`config.mk`:
```
export PLATFORM = sky130hd
export DESIGN_NAME = sc_win_level_controller_flat
export DESIGN_NICKNAME = d
export VERILOG_FILES = /design/src/rtl/sc_win_level_controller_if.sv /design/src/rtl/sc_win_level_controller.sv /design/src/flat_wrapper.sv
export SDC_FILE = /design/constraint.sdc
export NUM_CORES = 1
export LEC_CHECK = 0
export CORE_UTILIZATION = 38
export DETAILED_ROUTE_END_ITERATION = 8
export GPL_TIMING_DRIVEN = 0
export RECOVER_POWER = 100
export SLEW_MARGIN = 20
export SYNTH_ARGS = -nofsm -noshare
export SYNTH_HDL_FRONTEND = slang
export SYNTH_SLANG_ARGS = --single-unit
```
`constraint.sdc`:
```
create_clock -name SC_WINCTRL_CLOCK_50 -period 4.7 [get_ports SC_WINCTRL_CLOCK_50]
set_input_delay 0.705 -clock SC_WINCTRL_CLOCK_50 [delete_from_list [all_inputs] [get_ports SC_WINCTRL_CLOCK_50]]
set_output_delay 0.705 -clock SC_WINCTRL_CLOCK_50 [all_outputs]
set_load 0.05 [all_outputs]
```
`src/rtl/sc_win_level_controller_if.sv`:
```
// Game-flow bus between the Frogger datapath and the win/level controller.
// The datapath side is the master (drives buttons and flags); the controller is the slave.
interface sc_win_level_controller_if #(
    parameter int unsigned LEVEL_WIDTH = 3
);
    logic                   SC_WINCTRL_start_InLow;
    logic                   SC_WINCTRL_win_InLow;
    logic                   SC_WINCTRL_hit_InLow;
    logic [LEVEL_WIDTH-1:0] SC_WINCTRL_level_OutBUS;
    logic [1:0]             SC_WINCTRL_lives_OutBUS;
    logic [2:0]             SC_WINCTRL_state_OutBUS;
    logic                   SC_WINCTRL_run_Out;
    logic                   SC_WINCTRL_frogRst_OutLow;
    logic                   SC_WINCTRL_levelUp_OutLow;

    modport master (
        output SC_WINCTRL_start_InLow,
        output SC_WINCTRL_win_InLow,
        output SC_WINCTRL_hit_InLow,
        input  SC_WINCTRL_level_OutBUS,
        input  SC_WINCTRL_lives_OutBUS,
        input  SC_WINCTRL_state_OutBUS,
        input  SC_WINCTRL_run_Out,
        input  SC_WINCTRL_frogRst_OutLow,
        input  SC_WINCTRL_levelUp_OutLow
    );

    modport slave (
        input  SC_WINCTRL_start_InLow,
        input  SC_WINCTRL_win_InLow,
        input  SC_WINCTRL_hit_InLow,
        output SC_WINCTRL_level_OutBUS,
        output SC_WINCTRL_lives_OutBUS,
        output SC_WINCTRL_state_OutBUS,
        output SC_WINCTRL_run_Out,
        output SC_WINCTRL_frogRst_OutLow,
        output SC_WINCTRL_levelUp_OutLow
    );
endinterface

```
`src/rtl/sc_win_level_controller.sv`:
```
// Frogger game-flow sequencer: sequences levels, lives and the hold pauses that
// follow a win or a hit, and drives the movement enable and frog-return pulses.
module sc_win_level_controller #(
    parameter int unsigned LEVEL_WIDTH = 3,
    parameter int unsigned MAX_LEVEL   = 4,
    parameter int unsigned LIVES_INIT  = 3,
    parameter int unsigned HOLD_CYCLES = 25000000
) (
    input  logic                    SC_WINCTRL_CLOCK_50,
    input  logic                    SC_WINCTRL_RESET_InLow,
    sc_win_level_controller_if.slave bus
);

    localparam int unsigned TIMER_WIDTH = $clog2(HOLD_CYCLES);

    typedef enum logic [2:0] {
        IDLE      = 3'd0,
        PLAY      = 3'd1,
        WIN_HOLD  = 3'd2,
        LOSE_HOLD = 3'd3,
        GAME_OVER = 3'd4,
        CHAMPION  = 3'd5
    } state_t;

    state_t                 state;
    logic [LEVEL_WIDTH-1:0] level;
    logic [1:0]             lives;
    logic                   run;
    logic                   frog_rst_n;
    logic                   level_up_n;
    logic                   play_guard;
    logic                   start_q;
    logic [TIMER_WIDTH-1:0] hold_timer;

    logic start_event;
    logic hold_done;
    logic at_top_level;

    assign start_event  = start_q & ~bus.SC_WINCTRL_start_InLow;
    assign hold_done    = (hold_timer == TIMER_WIDTH'(HOLD_CYCLES - 1));
    assign at_top_level = (level == LEVEL_WIDTH'(MAX_LEVEL - 1));

    // Start button history: an event is a 1 -> 0 transition, so a held button fires once.
    always_ff @(posedge SC_WINCTRL_CLOCK_50 or negedge SC_WINCTRL_RESET_InLow) begin
        if (!SC_WINCTRL_RESET_InLow) begin
            start_q <= 1'b1;
        end else begin
            start_q <= bus.SC_WINCTRL_start_InLow;
        end
    end

    // Game-flow FSM with registered outputs; pulses default high and are lowered for one cycle.
    always_ff @(posedge SC_WINCTRL_CLOCK_50 or negedge SC_WINCTRL_RESET_InLow) begin
        if (!SC_WINCTRL_RESET_InLow) begin
            state      <= IDLE;
            level      <= '0;
            lives      <= 2'(LIVES_INIT);
            run        <= 1'b0;
            frog_rst_n <= 1'b1;
            level_up_n <= 1'b1;
            play_guard <= 1'b0;
            hold_timer <= '0;
        end else begin
            frog_rst_n <= 1'b1;
            level_up_n <= 1'b1;
            case (state)
                IDLE, GAME_OVER, CHAMPION: begin
                    run <= 1'b0;
                    if (start_event) begin
                        level      <= '0;
                        lives      <= 2'(LIVES_INIT);
                        state      <= PLAY;
                        run        <= 1'b1;
                        frog_rst_n <= 1'b0;
                        play_guard <= 1'b1;
                    end
                end
                PLAY: begin
                    if (play_guard) begin
                        play_guard <= 1'b0;
                    end else if (!bus.SC_WINCTRL_win_InLow) begin
                        state      <= WIN_HOLD;
                        run        <= 1'b0;
                        hold_timer <= '0;
                    end else if (!bus.SC_WINCTRL_hit_InLow) begin
                        state      <= LOSE_HOLD;
                        run        <= 1'b0;
                        hold_timer <= '0;
                        if (lives != 2'd0) begin
                            lives <= lives - 2'd1;
                        end
                    end
                end
                WIN_HOLD: begin
                    if (hold_done) begin
                        if (at_top_level) begin
                            state <= CHAMPION;
                        end else begin
                            level      <= level + LEVEL_WIDTH'(1);
                            level_up_n <= 1'b0;
                            state      <= PLAY;
                            run        <= 1'b1;
                            frog_rst_n <= 1'b0;
                            play_guard <= 1'b1;
                        end
                    end else begin
                        hold_timer <= hold_timer + TIMER_WIDTH'(1);
                    end
                end
                LOSE_HOLD: begin
                    if (hold_done) begin
                        if (lives == 2'd0) begin
                            state <= GAME_OVER;
                        end else begin
                            state      <= PLAY;
                            run        <= 1'b1;
                            frog_rst_n <= 1'b0;
                            play_guard <= 1'b1;
                        end
                    end else begin
                        hold_timer <= hold_timer + TIMER_WIDTH'(1);
                    end
                end
                default: begin
                    state <= IDLE;
                    run   <= 1'b0;
                end
            endcase
        end
    end

    assign bus.SC_WINCTRL_level_OutBUS   = level;
    assign bus.SC_WINCTRL_lives_OutBUS   = lives;
    assign bus.SC_WINCTRL_state_OutBUS   = state;
    assign bus.SC_WINCTRL_run_Out        = run;
    assign bus.SC_WINCTRL_frogRst_OutLow = frog_rst_n;
    assign bus.SC_WINCTRL_levelUp_OutLow = level_up_n;

endmodule
```
`src/flat_wrapper.sv`:
```
// flat-port wrapper written by rule: the top's interface ports become plain ports
module sc_win_level_controller_flat 
#(
    parameter int unsigned LEVEL_WIDTH = 3,
    parameter int unsigned MAX_LEVEL   = 4,
    parameter int unsigned LIVES_INIT  = 3,
    parameter int unsigned HOLD_CYCLES = 25000000
)
  (SC_WINCTRL_CLOCK_50, SC_WINCTRL_RESET_InLow, bus_SC_WINCTRL_start_InLow, bus_SC_WINCTRL_win_InLow, bus_SC_WINCTRL_hit_InLow, bus_SC_WINCTRL_level_OutBUS, bus_SC_WINCTRL_lives_OutBUS, bus_SC_WINCTRL_state_OutBUS, bus_SC_WINCTRL_run_Out, bus_SC_WINCTRL_frogRst_OutLow, bus_SC_WINCTRL_levelUp_OutLow);
  sc_win_level_controller_if #(.LEVEL_WIDTH(LEVEL_WIDTH)) bus_i ();
  input  logic SC_WINCTRL_CLOCK_50;
  input  logic SC_WINCTRL_RESET_InLow;
  input wire logic [$bits(bus_i.SC_WINCTRL_start_InLow)-1:0] bus_SC_WINCTRL_start_InLow;
  input wire logic [$bits(bus_i.SC_WINCTRL_win_InLow)-1:0] bus_SC_WINCTRL_win_InLow;
  input wire logic [$bits(bus_i.SC_WINCTRL_hit_InLow)-1:0] bus_SC_WINCTRL_hit_InLow;
  output wire logic [$bits(bus_i.SC_WINCTRL_level_OutBUS)-1:0] bus_SC_WINCTRL_level_OutBUS;
  output wire logic [$bits(bus_i.SC_WINCTRL_lives_OutBUS)-1:0] bus_SC_WINCTRL_lives_OutBUS;
  output wire logic [$bits(bus_i.SC_WINCTRL_state_OutBUS)-1:0] bus_SC_WINCTRL_state_OutBUS;
  output wire logic [$bits(bus_i.SC_WINCTRL_run_Out)-1:0] bus_SC_WINCTRL_run_Out;
  output wire logic [$bits(bus_i.SC_WINCTRL_frogRst_OutLow)-1:0] bus_SC_WINCTRL_frogRst_OutLow;
  output wire logic [$bits(bus_i.SC_WINCTRL_levelUp_OutLow)-1:0] bus_SC_WINCTRL_levelUp_OutLow;
  assign bus_i.SC_WINCTRL_start_InLow = bus_SC_WINCTRL_start_InLow;
  assign bus_i.SC_WINCTRL_win_InLow = bus_SC_WINCTRL_win_InLow;
  assign bus_i.SC_WINCTRL_hit_InLow = bus_SC_WINCTRL_hit_InLow;
  assign bus_SC_WINCTRL_level_OutBUS = bus_i.SC_WINCTRL_level_OutBUS;
  assign bus_SC_WINCTRL_lives_OutBUS = bus_i.SC_WINCTRL_lives_OutBUS;
  assign bus_SC_WINCTRL_state_OutBUS = bus_i.SC_WINCTRL_state_OutBUS;
  assign bus_SC_WINCTRL_run_Out = bus_i.SC_WINCTRL_run_Out;
  assign bus_SC_WINCTRL_frogRst_OutLow = bus_i.SC_WINCTRL_frogRst_OutLow;
  assign bus_SC_WINCTRL_levelUp_OutLow = bus_i.SC_WINCTRL_levelUp_OutLow;
  sc_win_level_controller #(.LEVEL_WIDTH(LEVEL_WIDTH), .MAX_LEVEL(MAX_LEVEL), .LIVES_INIT(LIVES_INIT), .HOLD_CYCLES(HOLD_CYCLES)) u_core (.SC_WINCTRL_CLOCK_50(SC_WINCTRL_CLOCK_50), .SC_WINCTRL_RESET_InLow(SC_WINCTRL_RESET_InLow), .bus(bus_i));
endmodule
```
==> results by group <==
STA
  • Final critical-path share of the clock period: 68.00%
  • Final slew viol count: 0
  • Transition time of the tightest slew-check pin: 1329 ps
  • Unrepaired setup endpoints after global routing: false
  • Worst rel slew slack: 11.37%
  • Setup clock skew after layout: around 13 ps
  • Setup violations, final: 0
  • TNS Setup: 0 ps
  • Hold violation count in the final report: 0
  • Time the final worst path needs with I/O delays and setup: 3196 ps
  • Upper clock frequency limit: 312.9 MHz

Clock network
  • Worst-case clock buffer depth: 2
  • Skew-Pair Late Insertion Delay: 300 ps
  • Clock tree from TritonCTS: yes
  • Total clock sinks: 38
  • H-tree depth: 2
  • Post-CTS Resized: 0
  • Number of CTS-inserted buffers: 5
  • Post-CTS Setup Repair Bufs: 0
  • Clock transition at the registers of the reported paths: 80 ps
  • Root buf cell: sky130_fd_sc_hd__clkbuf_8
  • Cts hold-fix bufs: 0

Die
  • Floorplan die height: 78.11 um
  • Floorplan die area: 6100 um^2
  • Floorplan core area: 5540 um^2
  • Ports placed on the boundary: 16
  • Initial core utilization: 39.72%
  • Row count: 27
  • Overall die width: just under 80 um

Synth
  • Avg Cell Area, Syn: 9.132 um^2
  • Ys async rst share: 100.0%
  • Simple logic cell fraction of the synthesized area: 26.49%
  • Share of synthesized area spent on multiplexers: 3.297%
  • Fraction of the yosys area taken by sequential cells: 43.49%
  • Xor and xnor fraction of the mapped netlist area: 1.194%
  • Instance count of the mapped netlist: approximately 240
  • Combinational family with the most area after synthesis: simple AND/OR/NAND/NOR gates
  • Top cell type by total area after synthesis: sky130_fd_sc_hd__dfrtp_1
  • Flip-flop and latch count after synthesis: 38
  • Synth Area in Adders: 2.274%
  • Main area contributors after synthesis: sky130_fd_sc_hd__dfrtp_1, sky130_fd_sc_hd__dfstp_2, sky130_fd_sc_hd__nand3_1, sky130_fd_sc_hd__nand2_1, sky130_fd_sc_hd__a21oi_1
  • Yosys warning count: 0
  • Post-synthesis cell area: 2201 um^2
  • Leading register cell type out of synthesis: sky130_fd_sc_hd__dfrtp_1
  • Compound-gate portion of the synthesized area: a little under a fifth
  • Cell types with the highest counts after synthesis: sky130_fd_sc_hd__dfrtp_1, sky130_fd_sc_hd__nand3_1, sky130_fd_sc_hd__nand2_1, sky130_fd_sc_hd__nor2_1, sky130_fd_sc_hd__a21oi_1
  • Count of flip-flops with a built-in enable after synthesis: 0
  • Post-synth top area share: 37.52%
  • Count leader, synth: sky130_fd_sc_hd__dfrtp_1
  • Distinct cell type count of the synthesized netlist: 52
  • Post-Syn Nets: 250

Cells and area
  • Layout-stage area growth over the synthesis result: 15.69%
  • End-of-flow core utilization: 45.96%
  • Post-route cell area: approximately 2500 um^2
  • Total Nets Final: 273
  • Share of cells above drive strength 1: under 10%
  • Layout Cells excl Fill: ~340
  • Multi-input gate area in the final layout: about 1100 um^2
  • Fillcell total: about 540
  • Sequential cell area: ~960 um^2
  • Antenna cell count: 0

Power
  • Power Dens Cells: approximately 540 nW/um^2
  • Worst supply voltage drop on vdd: 0.2533 mV
  • Leak: approximately 1.1 nW

Worst hold path
  • Path category of the worst min-delay check: in -> async

Placement
  • Routability congestion estimate: 0.9202
  • Detailed placement HPWL: roughly 3.8 mm
  • Total placed cells including tap cells: 329
  • Number of input and output port buffers inserted: 15
  • Placement Cell Area: 2456 um^2

Outcome
  • Status: completed

GRT
  • Number of global-route vias before repair: 1788
  • Largest net degree at the start of global routing: 25
  • Number of antenna violations at the first check in global routing: 0
  • Overall routing resource usage: a little under a fifth
  • First-pass GRT wire length: between 8 and 9 mm
  • Overflow left after global routing: 0

Critical path
  • Setup slack, reg-to-reg: 1500 ps
  • Required time of the worst setup path: 4910 ps
  • Critical path peak fanout: 10
  • Data arrival time of the critical path: 3410 ps
  • Reg2Reg Launch Point: u_core.hold_timer[0]
  • Critical Path Sink: u_core.hold_timer[9]
  • Number of cells traversed by the worst register-to-register path: 9
  • Endpoint of the worst register-to-register path: u_core.hold_timer[9]
  • Launch point of the worst path: u_core.hold_timer[0]
  • Launching element type of the critical path: flip-flop
  • Critical setup path kind: reg -> reg
  • Worst Setup End Kind: flip-flop

Routing
  • Number of vias per cell: 5.751
  • Wirelength, routed: approximately 5.3 mm
  • Detailed router's first-iteration violation count: ~130
  • Total vias in the final route: slightly below 2000
  • Antenna viol nets, final: 0
  • 1st-pass router iterations: 4
  • Average wire length per cell after detail routing: 15.69 um
  • Number of remaining DRC errors: 0

Job
  • Maximum Capacitance Violations: 0
## through the flow
stage | hold WS, ps | total power (W) | setup slack, ps
floorplan | 409.4 | 0.0008949 | 2423
global placement | 479.5 | 0.001048 | 1893
detailed placement | 475.4 | 0.001056 | 1919
CTS | 325.8 | 0.001408 | 2210
global route | 507.9 | 0.001462 | 1254
finish | 464.9 | 0.001373 | 1504
## layer usage
metal | routed length, um | vias to the layer above | GRT usage (%) | share of wire (%)
met1 | 2622 | 934 | 25.46 | 50
met4 | 78 | 0 | 8.519 | 1.5
met5 | 0 | - | 0 | 0
li1 | - | 950 | - | -
met3 | 258 | 8 | 3.837 | 4.9
met2 | 2328 | 46 | 28.86 | 44
## flip-flops by register name, summed over array words and instances, names as in the netlist
name / cells
u_core.play_guard: 1
u_core.bus.SC_WINCTRL_lives_OutBUS: 2
u_core.bus.SC_WINCTRL_frogRst_OutLow: 1
u_core.bus.SC_WINCTRL_levelUp_OutLow: 1
u_core.start_q: 1
u_core.bus.SC_WINCTRL_state_OutBUS: 3
u_core.hold_timer: 25
u_core.bus.SC_WINCTRL_run_Out: 1
u_core.bus.SC_WINCTRL_level_OutBUS: 3
## area by class of cell
| cell class | instances | area share [%] |
|---|---|---|
| multi-input cells | 180 | 44.03 |
| well taps | 72 | 3.538 |
| clock buffers | 6 | 3.243 |
| flip-flops and latches | 38 | 37.59 |
| repair buffers | 16 | 5.799 |
| inverters | 11 | 1.622 |
| clock inverters | 2 | 2.359 |
| plain buffers | 12 | 1.818 |
## worst max-delay path: stages (launching register included)
cell and delay, ps:
sky130_fd_sc_hd__dfrtp_1 400, sky130_fd_sc_hd__ha_1 220, sky130_fd_sc_hd__nand4_1 260, sky130_fd_sc_hd__or4_1 610, sky130_fd_sc_hd__o21ai_0 350, sky130_fd_sc_hd__and2_0 180, sky130_fd_sc_hd__clkbuf_1 360, sky130_fd_sc_hd__inv_1 150
sky130_fd_sc_hd__clkbuf_1 320, sky130_fd_sc_hd__a31oi_1 260
## cell families after synthesis
kind of cell    count (synthesis)
mux                             7
compound gates                 60
simple gates                  106
flops                          38
xor+xnor                        3
fa+ha+maj                       4
buf+inv                        23
## layout by cell type (no fill, tap or decap), types with 2 or more instances in the layout
cell type and count:
sky130_fd_sc_hd__dfrtp_1 33, sky130_fd_sc_hd__nand3_1 20, sky130_fd_sc_hd__nand2_1 19, sky130_fd_sc_hd__nor2_1 17, sky130_fd_sc_hd__clkbuf_1 13, sky130_fd_sc_hd__a21oi_1 13
sky130_fd_sc_hd__dlygate4sd3_1 12, sky130_fd_sc_hd__inv_1 11, sky130_fd_sc_hd__o21ai_0 11, sky130_fd_sc_hd__nor3_1 10, sky130_fd_sc_hd__a31oi_1 10, sky130_fd_sc_hd__nand4_1 8
sky130_fd_sc_hd__clkbuf_8 6, sky130_fd_sc_hd__or3_1 5, sky130_fd_sc_hd__mux2i_1 5, sky130_fd_sc_hd__dfstp_2 5, sky130_fd_sc_hd__nor4_1 4, sky130_fd_sc_hd__and3_1 4
sky130_fd_sc_hd__a21o_1 4, sky130_fd_sc_hd__a41oi_1 4, sky130_fd_sc_hd__ha_1 4, sky130_fd_sc_hd__nand2b_1 3, sky130_fd_sc_hd__nor2b_1 3, sky130_fd_sc_hd__nor4b_1 3
sky130_fd_sc_hd__or4_1 3, sky130_fd_sc_hd__a22o_1 3, sky130_fd_sc_hd__mux2_2 2, sky130_fd_sc_hd__and4_1 2, sky130_fd_sc_hd__nor4_2 2, sky130_fd_sc_hd__xnor2_1 2
sky130_fd_sc_hd__o211a_1 2, sky130_fd_sc_hd__o31ai_1 2, sky130_fd_sc_hd__a211o_1 2, sky130_fd_sc_hd__bufinv_16 2, sky130_fd_sc_hd__clkdlybuf4s50_1 2
## worst min path at each step
| stage | slack, ps | cells past startpoint | endpoint | from |
|---|---|---|---|---|
| 3_5_place_dp | 480 | 1 | u_core.hold_timer[21] | u_core.hold_timer[21] |
| 3_3_place_gp | 480 | 1 | u_core.hold_timer[21] | u_core.hold_timer[21] |
| 6_report | 460 | 1 | u_core.hold_timer[5] | SC_WINCTRL_RESET_InLow |
| 5_1_grt | 510 | 1 | u_core.hold_timer[21] | u_core.hold_timer[21] |
| 4_1_cts | 330 | 1 | u_core.hold_timer[5] | SC_WINCTRL_RESET_InLow |
| 2_1_floorplan | 410 | 0 | u_core.bus.SC_WINCTRL_level_OutBUS[0] | SC_WINCTRL_RESET_InLow |
## where the power goes
part	switching, W	internal (W)
Clock	0.000123	0.000227
Combinational	0.000335	0.000165
Sequential	0.0000988	0.000425
Note: power is estimated with default switching activity, not from simulation.
